[src/rtl/syscall_responder_pkg.sv]
// ----------------------------------------------------------------------------
// syscall_responder_pkg
// Purpose : shared definitions for the SYSCALL service block. This package
//           holds the FSM state encoding, the default $v0 service codes, the
//           datapath widths, and a helper that classifies a $v0 value into a
//           service.
// Ports   : none (package)
// ----------------------------------------------------------------------------
package syscall_responder_pkg;

   // Datapath widths
   localparam int SYS_DATA_W  = 32;
   localparam int SYS_CHAR_W  = 8;
   localparam int SYS_UNK_W   = 8;
   localparam int SYS_PAUSE_W = 16;

   // Default $v0 service codes (MARS-style numbering)
   localparam logic [SYS_DATA_W-1:0] SYS_CODE_HALT  = 32'd10;
   localparam logic [SYS_DATA_W-1:0] SYS_CODE_DISP  = 32'd34;
   localparam logic [SYS_DATA_W-1:0] SYS_CODE_PUTC  = 32'd11;
   localparam logic [SYS_DATA_W-1:0] SYS_CODE_PAUSE = 32'd32;

   // Service FSM states
   typedef enum logic [2:0] {
      SYS_ST_IDLE  = 3'd0,
      SYS_ST_PAUSE = 3'd1,
      SYS_ST_PRINT = 3'd2,
      SYS_ST_HALT  = 3'd3,
      SYS_ST_DONE  = 3'd4
   } sys_state_t;

   // Decoded service selected by $v0
   typedef enum logic [2:0] {
      SYS_SVC_UNK   = 3'd0,
      SYS_SVC_HALT  = 3'd1,
      SYS_SVC_DISP  = 3'd2,
      SYS_SVC_PUTC  = 3'd3,
      SYS_SVC_PAUSE = 3'd4
   } sys_svc_t;

   // Map a $v0 value onto a service. The codes are passed in so that a
   // parameterised instance can renumber its services.
   function automatic sys_svc_t decode_service(
      input logic [SYS_DATA_W-1:0] code,
      input logic [SYS_DATA_W-1:0] code_halt,
      input logic [SYS_DATA_W-1:0] code_disp,
      input logic [SYS_DATA_W-1:0] code_putc,
      input logic [SYS_DATA_W-1:0] code_pause
   );
      sys_svc_t svc;
      svc = SYS_SVC_UNK;
      if (code == code_halt) begin
         svc = SYS_SVC_HALT;
      end else if (code == code_disp) begin
         svc = SYS_SVC_DISP;
      end else if (code == code_putc) begin
         svc = SYS_SVC_PUTC;
      end else if (code == code_pause) begin
         svc = SYS_SVC_PAUSE;
      end
      return svc;
   endfunction

endpackage

[src/rtl/syscall_responder_if.sv]
// ----------------------------------------------------------------------------
// syscall_responder_if
// Purpose : bundles the signals between the core and the SYSCALL responder.
//           "master" is the core side (decoder, register file, char sink),
//           "slave" is the responder itself.
// Signals :
//   syscall_en  core -> resp   SYSCALL decoded, held while stall=1
//   v0, a0      core -> resp   register $2 / $4 read data
//   resume      core -> resp   one-cycle pulse releasing HALT
//   chr_ready   sink -> resp   char sink accepts the byte
//   stall       resp -> core   freezes PC and all architectural writes
//   halted      resp -> core   high while halted
//   disp_val    resp -> core   display register
//   disp_upd    resp -> core   one-cycle pulse on display update
//   chr_data    resp -> sink   char byte
//   chr_valid   resp -> sink   char byte valid, held until chr_ready
//   unk_cnt     resp -> core   saturating count of unknown service codes
// ----------------------------------------------------------------------------
interface syscall_responder_if;
   import syscall_responder_pkg::*;

   logic                  syscall_en;
   logic [SYS_DATA_W-1:0] v0;
   logic [SYS_DATA_W-1:0] a0;
   logic                  resume;
   logic                  stall;
   logic                  halted;
   logic [SYS_DATA_W-1:0] disp_val;
   logic                  disp_upd;
   logic [SYS_CHAR_W-1:0] chr_data;
   logic                  chr_valid;
   logic                  chr_ready;
   logic [SYS_UNK_W-1:0]  unk_cnt;

   modport master (
      output syscall_en, v0, a0, resume, chr_ready,
      input  stall, halted, disp_val, disp_upd, chr_data, chr_valid, unk_cnt
   );

   modport slave (
      input  syscall_en, v0, a0, resume, chr_ready,
      output stall, halted, disp_val, disp_upd, chr_data, chr_valid, unk_cnt
   );

endinterface

[src/rtl/syscall_responder.sv]
// ----------------------------------------------------------------------------
// syscall_responder
// Purpose : service end of the SYSCALL path. When the decoder raises
//           syscall_en in IDLE, the service chosen by $v0 runs with argument
//           $a0: halt until resume, latch the display register, emit a
//           character on a valid/ready stream, or pause for $a0 cycles.
//           Unknown codes are counted and otherwise behave as NOP. While a
//           multi-cycle service runs, stall freezes the single-cycle core;
//           a one-cycle DONE state then lets the PC step past the SYSCALL.
// Ports   :
//   clk    in   core clock
//   rst_n  in   asynchronous active-low reset
//   bus    slave modport of syscall_responder_if (handshake/data signals)
// ----------------------------------------------------------------------------
module syscall_responder
   import syscall_responder_pkg::*;
#(
   parameter logic [SYS_DATA_W-1:0] CODE_HALT  = SYS_CODE_HALT,
   parameter logic [SYS_DATA_W-1:0] CODE_DISP  = SYS_CODE_DISP,
   parameter logic [SYS_DATA_W-1:0] CODE_PUTC  = SYS_CODE_PUTC,
   parameter logic [SYS_DATA_W-1:0] CODE_PAUSE = SYS_CODE_PAUSE,
   parameter int                    PAUSE_W    = SYS_PAUSE_W
) (
   input  logic               clk,
   input  logic               rst_n,
   syscall_responder_if.slave bus
);

   sys_state_t            state;
   sys_state_t            state_nxt;
   sys_svc_t              svc;
   logic                  accept;
   logic                  stall;
   logic                  pause_zero;
   logic                  chr_fire;
   logic [PAUSE_W-1:0]    pause_cnt;
   logic                  halted_q;
   logic [SYS_DATA_W-1:0] disp_val_q;
   logic                  disp_upd_q;
   logic [SYS_CHAR_W-1:0] chr_data_q;
   logic                  chr_valid_q;
   logic [SYS_UNK_W-1:0]  unk_cnt_q;

   // Decode the request and work out the next state and the stall output.
   // A request is only looked at in IDLE; DONE deliberately ignores
   // syscall_en so the same SYSCALL is not serviced twice before the PC
   // has moved on. Stall is combinational so the accept cycle itself is
   // already frozen for every multi-cycle service.
   always_comb begin
      svc        = decode_service(bus.v0, CODE_HALT, CODE_DISP, CODE_PUTC, CODE_PAUSE);
      accept     = (state == SYS_ST_IDLE) && bus.syscall_en;
      pause_zero = (bus.a0[PAUSE_W-1:0] == '0);
      chr_fire   = chr_valid_q && bus.chr_ready;
      state_nxt  = state;
      stall      = 1'b0;
      case (state)
         SYS_ST_IDLE: begin
            if (accept) begin
               case (svc)
                  SYS_SVC_HALT: begin
                     stall     = 1'b1;
                     state_nxt = SYS_ST_HALT;
                  end
                  SYS_SVC_PUTC: begin
                     stall     = 1'b1;
                     state_nxt = SYS_ST_PRINT;
                  end
                  SYS_SVC_PAUSE: begin
                     stall     = 1'b1;
                     state_nxt = pause_zero ? SYS_ST_DONE : SYS_ST_PAUSE;
                  end
                  default: begin
                     state_nxt = SYS_ST_IDLE;
                  end
               endcase
            end
         end
         SYS_ST_PAUSE: begin
            stall = 1'b1;
            // The <= guards against ever wrapping if the count were 0 here
            if (pause_cnt <= PAUSE_W'(1)) begin
               state_nxt = SYS_ST_DONE;
            end
         end
         SYS_ST_PRINT: begin
            stall = 1'b1;
            if (chr_fire) begin
               state_nxt = SYS_ST_DONE;
            end
         end
         SYS_ST_HALT: begin
            stall = 1'b1;
            if (bus.resume) begin
               state_nxt = SYS_ST_DONE;
            end
         end
         SYS_ST_DONE: begin
            state_nxt = SYS_ST_IDLE;
         end
         default: begin
            state_nxt = SYS_ST_IDLE;
         end
      endcase
   end

   // State register. Reset aborts whatever service was in progress.
   always_ff @(posedge clk or negedge rst_n) begin
      if (!rst_n) begin
         state <= SYS_ST_IDLE;
      end else begin
         state <= state_nxt;
      end
   end

   // Pause counter: loaded from the low $a0 bits on acceptance (upper bits
   // are ignored), then counts down once per PAUSE cycle. Leaving PAUSE at
   // a count of 1 gives N stall cycles in PAUSE plus the accept cycle.
   always_ff @(posedge clk or negedge rst_n) begin
      if (!rst_n) begin
         pause_cnt <= '0;
      end else if (accept && (svc == SYS_SVC_PAUSE)) begin
         pause_cnt <= bus.a0[PAUSE_W-1:0];
      end else if (state == SYS_ST_PAUSE) begin
         pause_cnt <= pause_cnt - PAUSE_W'(1);
      end
   end

   // The halted flag is registered from the next state so that it is high
   // for exactly the cycles the FSM sits in HALT.
   always_ff @(posedge clk or negedge rst_n) begin
      if (!rst_n) begin
         halted_q <= 1'b0;
      end else begin
         halted_q <= (state_nxt == SYS_ST_HALT);
      end
   end

   // Display latch. This service never stalls; the update strobe is high
   // only in the cycle right after the latch.
   always_ff @(posedge clk or negedge rst_n) begin
      if (!rst_n) begin
         disp_val_q <= '0;
         disp_upd_q <= 1'b0;
      end else begin
         disp_upd_q <= accept && (svc == SYS_SVC_DISP);
         if (accept && (svc == SYS_SVC_DISP)) begin
            disp_val_q <= bus.a0;
         end
      end
   end

   // Character output register. The byte is captured on acceptance and
   // left untouched while valid is high, so the sink sees a stable value
   // until it takes it. A reset drops any byte that was still pending.
   always_ff @(posedge clk or negedge rst_n) begin
      if (!rst_n) begin
         chr_data_q  <= '0;
         chr_valid_q <= 1'b0;
      end else if (accept && (svc == SYS_SVC_PUTC)) begin
         chr_data_q  <= bus.a0[SYS_CHAR_W-1:0];
         chr_valid_q <= 1'b1;
      end else if ((state == SYS_ST_PRINT) && chr_fire) begin
         chr_valid_q <= 1'b0;
      end
   end

   // Unknown-code counter. It sticks at all-ones instead of wrapping so a
   // runaway program still shows that something went wrong.
   always_ff @(posedge clk or negedge rst_n) begin
      if (!rst_n) begin
         unk_cnt_q <= '0;
      end else if (accept && (svc == SYS_SVC_UNK) && (unk_cnt_q != '1)) begin
         unk_cnt_q <= unk_cnt_q + SYS_UNK_W'(1);
      end
   end

   assign bus.stall     = stall;
   assign bus.halted    = halted_q;
   assign bus.disp_val  = disp_val_q;
   assign bus.disp_upd  = disp_upd_q;
   assign bus.chr_data  = chr_data_q;
   assign bus.chr_valid = chr_valid_q;
   assign bus.unk_cnt   = unk_cnt_q;

endmodule
[src/flat_wrapper.sv]
// flat-port wrapper written by rule: the top's interface ports become plain ports
module syscall_responder_flat import syscall_responder_pkg::*;
#(
   parameter logic [SYS_DATA_W-1:0] CODE_HALT  = SYS_CODE_HALT,
   parameter logic [SYS_DATA_W-1:0] CODE_DISP  = SYS_CODE_DISP,
   parameter logic [SYS_DATA_W-1:0] CODE_PUTC  = SYS_CODE_PUTC,
   parameter logic [SYS_DATA_W-1:0] CODE_PAUSE = SYS_CODE_PAUSE,
   parameter int                    PAUSE_W    = SYS_PAUSE_W
)
  (clk, rst_n, bus_syscall_en, bus_v0, bus_a0, bus_resume, bus_chr_ready, bus_stall, bus_halted, bus_disp_val, bus_disp_upd, bus_chr_data, bus_chr_valid, bus_unk_cnt);
  syscall_responder_if bus_i ();
  input  logic clk;
  input  logic rst_n;
  input wire logic [$bits(bus_i.syscall_en)-1:0] bus_syscall_en;
  input wire logic [$bits(bus_i.v0)-1:0] bus_v0;
  input wire logic [$bits(bus_i.a0)-1:0] bus_a0;
  input wire logic [$bits(bus_i.resume)-1:0] bus_resume;
  input wire logic [$bits(bus_i.chr_ready)-1:0] bus_chr_ready;
  output wire logic [$bits(bus_i.stall)-1:0] bus_stall;
  output wire logic [$bits(bus_i.halted)-1:0] bus_halted;
  output wire logic [$bits(bus_i.disp_val)-1:0] bus_disp_val;
  output wire logic [$bits(bus_i.disp_upd)-1:0] bus_disp_upd;
  output wire logic [$bits(bus_i.chr_data)-1:0] bus_chr_data;
  output wire logic [$bits(bus_i.chr_valid)-1:0] bus_chr_valid;
  output wire logic [$bits(bus_i.unk_cnt)-1:0] bus_unk_cnt;
  assign bus_i.syscall_en = bus_syscall_en;
  assign bus_i.v0 = bus_v0;
  assign bus_i.a0 = bus_a0;
  assign bus_i.resume = bus_resume;
  assign bus_i.chr_ready = bus_chr_ready;
  assign bus_stall = bus_i.stall;
  assign bus_halted = bus_i.halted;
  assign bus_disp_val = bus_i.disp_val;
  assign bus_disp_upd = bus_i.disp_upd;
  assign bus_chr_data = bus_i.chr_data;
  assign bus_chr_valid = bus_i.chr_valid;
  assign bus_unk_cnt = bus_i.unk_cnt;
  syscall_responder #(.CODE_HALT(CODE_HALT), .CODE_DISP(CODE_DISP), .CODE_PUTC(CODE_PUTC), .CODE_PAUSE(CODE_PAUSE), .PAUSE_W(PAUSE_W)) u_core (.clk(clk), .rst_n(rst_n), .bus(bus_i));
endmodule
[config.mk]
export PLATFORM = sky130hd
export DESIGN_NAME = syscall_responder_flat
export DESIGN_NICKNAME = d
export VERILOG_FILES = /design/src/rtl/syscall_responder_pkg.sv /design/src/rtl/syscall_responder_if.sv /design/src/rtl/syscall_responder.sv /design/src/flat_wrapper.sv
export SDC_FILE = /design/constraint.sdc
export NUM_CORES = 1
export LEC_CHECK = 0
export BUFFER_PORTS_ARGS = -buffer_cell sky130_fd_sc_hd__buf_2
export CAP_MARGIN = 20
export CORE_ASPECT_RATIO = 1.1
export CORE_MARGIN = 2
export CORE_UTILIZATION = 40
export CTS_CLUSTER_DIAMETER = 100
export CTS_CLUSTER_SIZE = 8
export DETAILED_ROUTE_END_ITERATION = 10
export GPL_ROUTABILITY_DRIVEN = 0
export PLACE_DENSITY = 0.67
export SYNTH_ARGS = -nofsm -noshare
export SYNTH_HDL_FRONTEND = slang
export SYNTH_SLANG_ARGS = --single-unit
[constraint.sdc]
create_clock -name clk -period 4.8 [get_ports clk]
set_clock_uncertainty 0.1 [all_clocks]
set_input_delay 0.96 -clock clk [delete_from_list [all_inputs] [get_ports clk]]
set_output_delay 0.96 -clock clk [all_outputs]
set_load 0.02 [all_outputs]
==> results of run 1 <==
==> synth_stat cells, types with 4 or more instances <==
cell and count:
nand4_1 5, nor4_1 12, xnor2_1 6, o21ai_0 12, nand2_1 19, nor3_1 9, a21oi_1 12, or3_1 4
dfrtp_1 70, o211ai_1 4, nor2_1 11, inv_1 4, nand3b_1 5, mux2_2 39, nand3_1 11
==> metal layers <==
| metal | track usage, % | up-vias | part of all wire (%) | wire, um |
|---|---|---|---|---|
| li1 | - | 1285 | - | - |
| met1 | 23.6 | 1310 | 43 | 3380 |
| met2 | 30.3 | 64 | 51 | 4030 |
| met3 | 3.64 | 12 | 4.2 | 328 |
| met4 | 6.86 | 0 | 1.8 | 139 |
| met5 | 0 | - | 0 | 0 |
==> per-stage QoR <==
step	total power, uW	area [um^2]	worst slack, ps
global placement	843	3980	1270
detailed placement	847	3980	1260
floorplan	755	3300	1340
global route	1370	4180	1160
finish	1310	4180	1260
CTS	1320	4180	1250
==> power by group <==
part           total, uW  internal, uW  leakage (uW)  switching [uW]
registers            651           618      0.000904            33.4
clock network        474           243     0.0000891             231
logic                181          80.2       0.00105             101
==> final timing paths <==
check	start	to	slack, ps	depth (start not counted)
min in group asynchronous	rst_n	u_core.pause_cnt[2]	600	1
max in group asynchronous	rst_n	u_core.pause_cnt[14]	3060	2
min reg2reg	u_core.bus.disp_val[26]	u_core.bus.disp_val[26]	390	1
max	bus_v0[4]	bus_stall	1260	7
max reg2reg	u_core.state[1]	u_core.bus.disp_val[23]	2110	4
min	u_core.bus.disp_val[26]	u_core.bus.disp_val[26]	390	1
==> logic make-up (layout without fill, tap and decap cells) <==
kind of cell / count (synthesis) / count (layout) / share of synthesized area (%)
AO/OA/AOI/OAI: 42 / 42 / 7.92
XOR/XNOR: 8 / 8 / 2.12
adder cells (fa/ha/maj): 3 / 3 / 1.14
buffers and inverters: 14 / 141 / 2.39
flip-flops: 70 / 70 / 53.0
multiplexers: 43 / 43 / 14.6
AND/OR/NAND/NOR: 100 / 100 / 18.8
==> registers in the layout, indices dropped and copies added (netlist names) <==
signal	cells
u_core.bus.chr_data	8
u_core.bus.chr_valid	1
u_core.bus.disp_upd	1
u_core.bus.disp_val	32
u_core.bus.halted	1
u_core.bus.unk_cnt	8
u_core.pause_cnt	16
u_core.state	3
==> worst max-delay path, cell delays in order <==
cell	delay, ps
buf_2	90
or4_4	540
or3_1	390
nand2_1	70
nand4_1	90
a21oi_1	150
buf_2	180
==> final cells by class <==
cell class                 instances  area [um^2]  share of cell area (%)
sequential                        70         1750                    41.9
multi-input combinational        196         1470                    35.2
timing repair buffer             121          608                    14.5
tap                              108          135                    3.23
clock buffer                      10          128                    3.05
clock inverter                     6         70.1                    1.68
inverter                           4         15.0                   0.359
==> results.md, run 1 <==
* Outcome: completed
* Asr flop ratio synth at 100%
* Period utilisation layout at 73.8%
* Register area share after synthesis at 53.0%
* Leak Pwr at 0.00204 uW
* Post-CTS Resized at 0
* Hold slack at 388 ps
* Post-synth net total at 352
* Synth area leaders: dfrtp_1, mux2_2, nor4_1, nand2_1, a21oi_1
* Synth area leader: dfrtp_1
* Startpoint Class: input port
* Prevailing post-synth register cell: dfrtp_1
* CTS Root Cell: clkbuf_8
* Largest net degree at the start of global routing at 37
* Placed cells at 499
* Tmin final at 3540 ps
* CTS H-tree lvls at 3
* WS Path Type: in -> out
* Rows at 34
* Initial Util at 41.5%
* Achievable Freq at 0.282 GHz
* Most common cell after layout, fill and taps aside: buf_2
* Ports at 121
* Final WL at 7880 um
* Longest Clk Path Bufs at 2
* Post-DRT Antenna Nets at 0
* Vias in the first global route at 2,718
* # diodes at 0
* Area delta synth->final at 26.6%
* Critical path fanouts, max at 5
* Setup TNS at 0 ps
* Worst skew pair latency at 340 ps
* Number of synthesized flops with an enable pin at 0
* Layout Cells excl Fill at 515
* Post-Syn Area at 3300 um^2
* CP endpoint kind: primary output
* Most frequent cells in the layout: buf_2, dfrtp_1, mux2_2
* #FFs+latches synth at 70
* Layout cell share with drive strength beyond 1 at 45.7%
* Post-detailed-route wirelength per cell at 15.3 um
* DIE HEIGHT at 99.3 um
* Final-report hold violation count at 0
* WP data arrival at 2480 ps
* Post-detail-place hpwl at 5870 um
* Vias per cell at 5.19
* GRT Total Usage at 18.2%
* Nets@finish at 474
* Post-layout util at 52.5%
* Worst EP required at 3740 ps
* Num CTS Buffers at 9
* Via count at 2,671
* Antenna violations before repair at 0
* Slew Limit Fails at 0
* Least-Margin Pin Slew at 883 ps
* Die X at 90.6 um
* Post-CTS setup buffer count at 0
* RSZ-0062 raised after global routing: false
* First-pass GRT wire length at 13,100 um
* Avg Inst Size Synth at 11.8 um^2
* # clock sinks at 70
* Final Setup Violations at 0
* Max_slew headroom at 41.0%
* # fillers at 742
* Hold Buf Count CTS at 0
* Die ar. at 9000 um^2
* Initial DRC Count at 119
* Worst-path clk slew at 80 ps
* Cell Pwr Density at 312 nW/um^2
* HP Class: reg -> reg
* Yosys warns at 0
* Yosys cell types at 50
* Synth Instances at 280
* CORE AREA at 7960 um^2
* Synth top area share at 53.0%
* TritonRoute pass-1 iters at 4
* Worst VDD drop at 0.000196 V
* DRC errors left at 0
* Grt total ovfl at 0
* CTS tree: done
* Max Cap Viol at 0
* Port bufs at 120
Power figures use the tool's default switching activity.
==> run 2: changes to the inputs <==
Clock period 4.8 ns to 3.4 ns, I/O delays scaled along.
==> results.md, run 2 (synthesis results as in run 1) <==
* HP Class: in -> async
* Antenna violations before repair at 0
* Most frequent cells in the layout: buf_2, dfrtp_1, mux2_2
* Metal2 WL at 4020 um
* # diodes at 0
* Area delta synth->final at 28.9%
* Ports at 121
* Post-CTS setup buffer count at 0
* DIE HEIGHT at 99.3 um
* Metal1 wirelength at 3360 um
* Tmin final at 2980 ps
* Final WL at 7930 um
* Rows at 34
* Worst setup margin at 419 ps
* CTS Root Cell: clkbuf_8
* Via count at 2,700
* CTS H-tree lvls at 3
* Least-Margin Pin Slew at 902 ps
* Hold Buf Count CTS at 0
* Period utilisation layout at 87.7%
* # clock sinks at 70
* Largest register FFs at 32
* Worst-path clk slew at 70 ps
* Setup TNS at 0 ps
* Die X at 90.6 um
* WP data arrival at 2200 ps
* Max Cap Viol at 0
* Worst skew pair latency at 340 ps
* Achievable Freq at 0.335 GHz
* Num CTS Buffers at 9
* Post-layout util at 53.5%
* Worst EP required at 2620 ps
* Max_slew headroom at 39.9%
* Met3 routed WL at 422 um
* First-pass GRT wire length at 13,400 um
* Pwr Total at 1920 uW
* Final-report hold violation count at 0
* Crit-path cells: buf_2, or4_4, or2_2, nand2_1, nand4_1, a21oi_1, buf_2
* Initial DRC Count at 105
* Fin area at 4260 um^2
* Die ar. at 9000 um^2
* Worst VDD drop at 0.000292 V
* WS Path Type: in -> out
* Top Layer Used: met4
* Post-CTS Resized at 0
* Longest Clk Path Bufs at 2
* Post-detail-place hpwl at 5960 um
* CTS tree: done
* Slowest-stage cell, CP: or4_4
* Slew Limit Fails at 0
* CORE AREA at 7960 um^2
* Initial Util at 41.5%
* CP endpoint kind: primary output
* Critical path fanouts, max at 5
* Vias in the first global route at 2,736
* Nets@finish at 481
* Placed cell areas at 4040 um^2
* Startpoint Class: input port
* Most frequent CP cell: buf_2
* Port bufs at 120
* DRC errors left at 0
* Leak Pwr at 0.00209 uW
* TritonRoute pass-1 iters at 4
* Worst Path Buf+Inv at 2
* # fillers at 749
* GRT Total Usage at 18.7%
* Layout cell share with drive strength beyond 1 at 46.6%
* Post-DRT Antenna Nets at 0
* Pre-CTS setup slack at 417 ps
* Post-detailed-route wirelength per cell at 15.2 um
* Largest delay share family, worst path: simple AND/OR/NAND/NOR gates
* CP max stage delay at 550 ps
* Final Setup Violations at 0
* Cell Pwr Density at 452 nW/um^2
* Largest net degree at the start of global routing at 42
* Grt total ovfl at 0
* Most common cell after layout, fill and taps aside: buf_2
* RSZ-0062 raised after global routing: false
* Outcome: completed
* Vias per cell at 5.17
[run 2: changes by cell type in the layout (fill, tap and decap cells not counted), sizes merged]
cell      previous run  this run
clkinv               1         2
clkinvlp             3         1
buf                121       128
bufinv               1         2
[run 2: worst paths after layout]
kind                                               from  depth (start not counted)  slack, ps                 endpoint
worst max-delay path                          bus_v0[4]                          7        420                bus_stall
worst min-delay path                              rst_n                          1        360     u_core.bus.chr_valid
worst max register to register          u_core.state[2]                          5       1120   u_core.bus.chr_data[1]
worst min register to register  u_core.bus.disp_val[26]                          1        390  u_core.bus.disp_val[26]
max in group asynchronous                         rst_n                          2       2080  u_core.bus.disp_val[10]
min in group clk                u_core.bus.disp_val[26]                          1        390  u_core.bus.disp_val[26]
[run 2: where the power goes]
part	switching (uW)	internal, uW	total [uW]
sequential	46.5	872	918
clock	328	418	746
combinational	144	115	259
total	518	1410	1920
[run 2: cell type report]
type	instances	area, um^2	share of cell area [%]
clock buffers	10	128	3.00
clock inverters	6	93.8	2.20
inverters	4	15.0	0.353
multi-input cells	196	1470	34.6
flip-flops and latches	70	1750	41.2
well taps	108	135	3.17
repair buffers	128	661	15.5
[run 2: layer usage]
layer | global-route usage, % | vias to the layer above
met2 | 30.0 | 72
li1 | - | 1305
met3 | 5.76 | 8
met5 | 0 | -
met1 | 24.2 | 1315
met4 | 6.86 | 0
[run 2: per-stage QoR]
step	cells	hold WS, ps
after detailed placement	506	374
after CTS	522	390
after global placement	506	366
after global routing	522	413
after floorplan	280	284
final	522	363
[run 2: worst reg2reg max path: stages (launching register included)]
cell	delay (ps)
dfrtp_1	470
nor4b_4	290
buf_4	220
nand3_4	130
nor3_4	550
mux2_2	410
==> run 3: changes to the inputs <==
Clock period 3.4 ns to 2.8 ns, I/O delays scaled along.
==> results.md, run 3 (synthesis results as in run 1) <==
* Most common cell after layout, fill and taps aside: buf_2
* Tmin final at 2710 ps
* CTS tree: done
* Max Cap Viol at 0
* Longest Clk Path Bufs at 2
* CORE AREA at 7960 um^2
* Initial Util at 41.5%
* # diodes at 0
* Worst skew pair latency at 340 ps
* CTS Root Cell: clkbuf_8
* Most frequent cells in the layout: buf_2, dfrtp_1, mux2_2
* Outcome: completed
* TritonRoute pass-1 iters at 4
* Slowest-stage cell, CP: or4_4
* Final Setup Violations at 0
* Vias per cell at 5.24
* Max_slew headroom at 74.9%
* WP data arrival at 2050 ps
* Worst reg2reg path startpoint: u_core.state[2]
* Post-detailed-route wirelength per cell at 15.5 um
* Post-detail-place hpwl at 6050 um
* # clock sinks at 70
* Nets@finish at 482
* Antenna violations before repair at 0
* Worst-path clk slew at 70 ps
* Area delta synth->final at 29.3%
* Ports at 121
* Pre-CTS setup slack at 56.5 ps
* Worst EP required at 2140 ps
* Achievable Freq at 0.369 GHz
* Layout cell share with drive strength beyond 1 at 47.0%
* Post-DRT Antenna Nets at 0
* Die ar. at 9000 um^2
* CP max stage delay at 550 ps
* Largest delay share family, worst path: simple AND/OR/NAND/NOR gates
* Least-Margin Pin Slew at 376 ps
* Crit-path cells: buf_2, or4_4, or3_1, nand2_1, nand4_1, a21oi_2, buf_4
* Largest register FFs at 32
* Largest net degree at the start of global routing at 71
* Pwr Total at 2250 uW
* Worst setup margin at 89.4 ps
* Critical path fanouts, max at 5
* DIE HEIGHT at 99.3 um
* CTS H-tree lvls at 3
* Placed cells at 507
* Die X at 90.6 um
* WS Path Type: in -> out
* HP Class: in -> async
* Worst VDD drop at 0.000295 V
* RSZ-0062 raised after global routing: false
* Hold slack at 114 ps
* Setup TNS at 0 ps
* Slew Limit Fails at 0
* Critical Path Source: bus_v0[4]
* DRC errors left at 0
* Leak Pwr at 0.00209 uW
* Period utilisation layout at 96.8%
* Num CTS Buffers at 9
* Final-report hold violation count at 0
* First-pass GRT wire length at 13,400 um
* # fillers at 749
* Vias in the first global route at 2,754
* Hold Buf Count CTS at 0
* Port bufs at 120
* Final WL at 8090 um
* CP endpoint kind: primary output
* Startpoint Class: input port
* Cell Pwr Density at 528 nW/um^2
* Via count at 2,740
* Grt total ovfl at 0
* GRT Total Usage at 18.7%
* Initial DRC Count at 84
* Worst Path Buf+Inv at 2
* Rows at 34
* Layout Cells excl Fill at 523
## run 3: cell types whose count changed in the layout (fill, tap and decap cells not counted), sizes merged
cell      before  now
bufinv         2    1
clkinvlp       1    3
inv            5    6
clkinv         2    0
buf          128  129
## run 3: layout make-up
cell class | instances | area, um^2 | share of cell area, %
sequential | 70 | 1750 | 41.0
multi-input combinational | 196 | 1480 | 34.6
tap | 108 | 135 | 3.16
inverter | 4 | 15.0 | 0.351
timing repair buffer | 129 | 696 | 16.3
clock buffer | 10 | 128 | 2.99
clock inverter | 6 | 70.1 | 1.64
## run 3: path summary, 6_finish.rpt
| path | endpoint | slack (ps) | depth (start not counted) |
|---|---|---|---|
| worst min-delay path | u_core.state[0] | 110 | 2 |
| min in group clk | u_core.bus.disp_val[30] | 340 | 2 |
| worst max register to register | u_core.pause_cnt[15] | 560 | 5 |
| worst min register to register | u_core.bus.disp_val[4] | 380 | 1 |
| worst max-delay path | bus_stall | 90 | 7 |
| max in group asynchronous | u_core.bus.disp_val[0] | 2170 | 2 |
## run 3: per-stage QoR
stage                     area [um^2]  utilization (%)
after floorplan                  3300                -
after global placement           4070             51.1
after detailed placement         4070             51.1
after CTS                        4270             53.6
after global routing             4270             53.7
final                            4270             53.7
## run 3: report_power, final
group	internal [uW]	total, uW	switching (uW)	leakage (uW)
Sequential	1060	1120	56.6	0.000904
Combinational	141	316	176	0.00110
Clock	418	822	404	0.0000895
Total	1620	2250	636	0.00209
## run 3: metal layers
metal  vias up  wire, um  track usage [%]
met1      1355      3480             24.0
li1       1309         -                -
met5         -         0                0
met2        63      4160             31.1
met4         0       135             7.57
met3        13       315             3.79
## run 3: timing repair
action,in CTS,in global routing
setup endpoints to repair,0,1
gates resized for setup,0,2
setup buffers,0,0
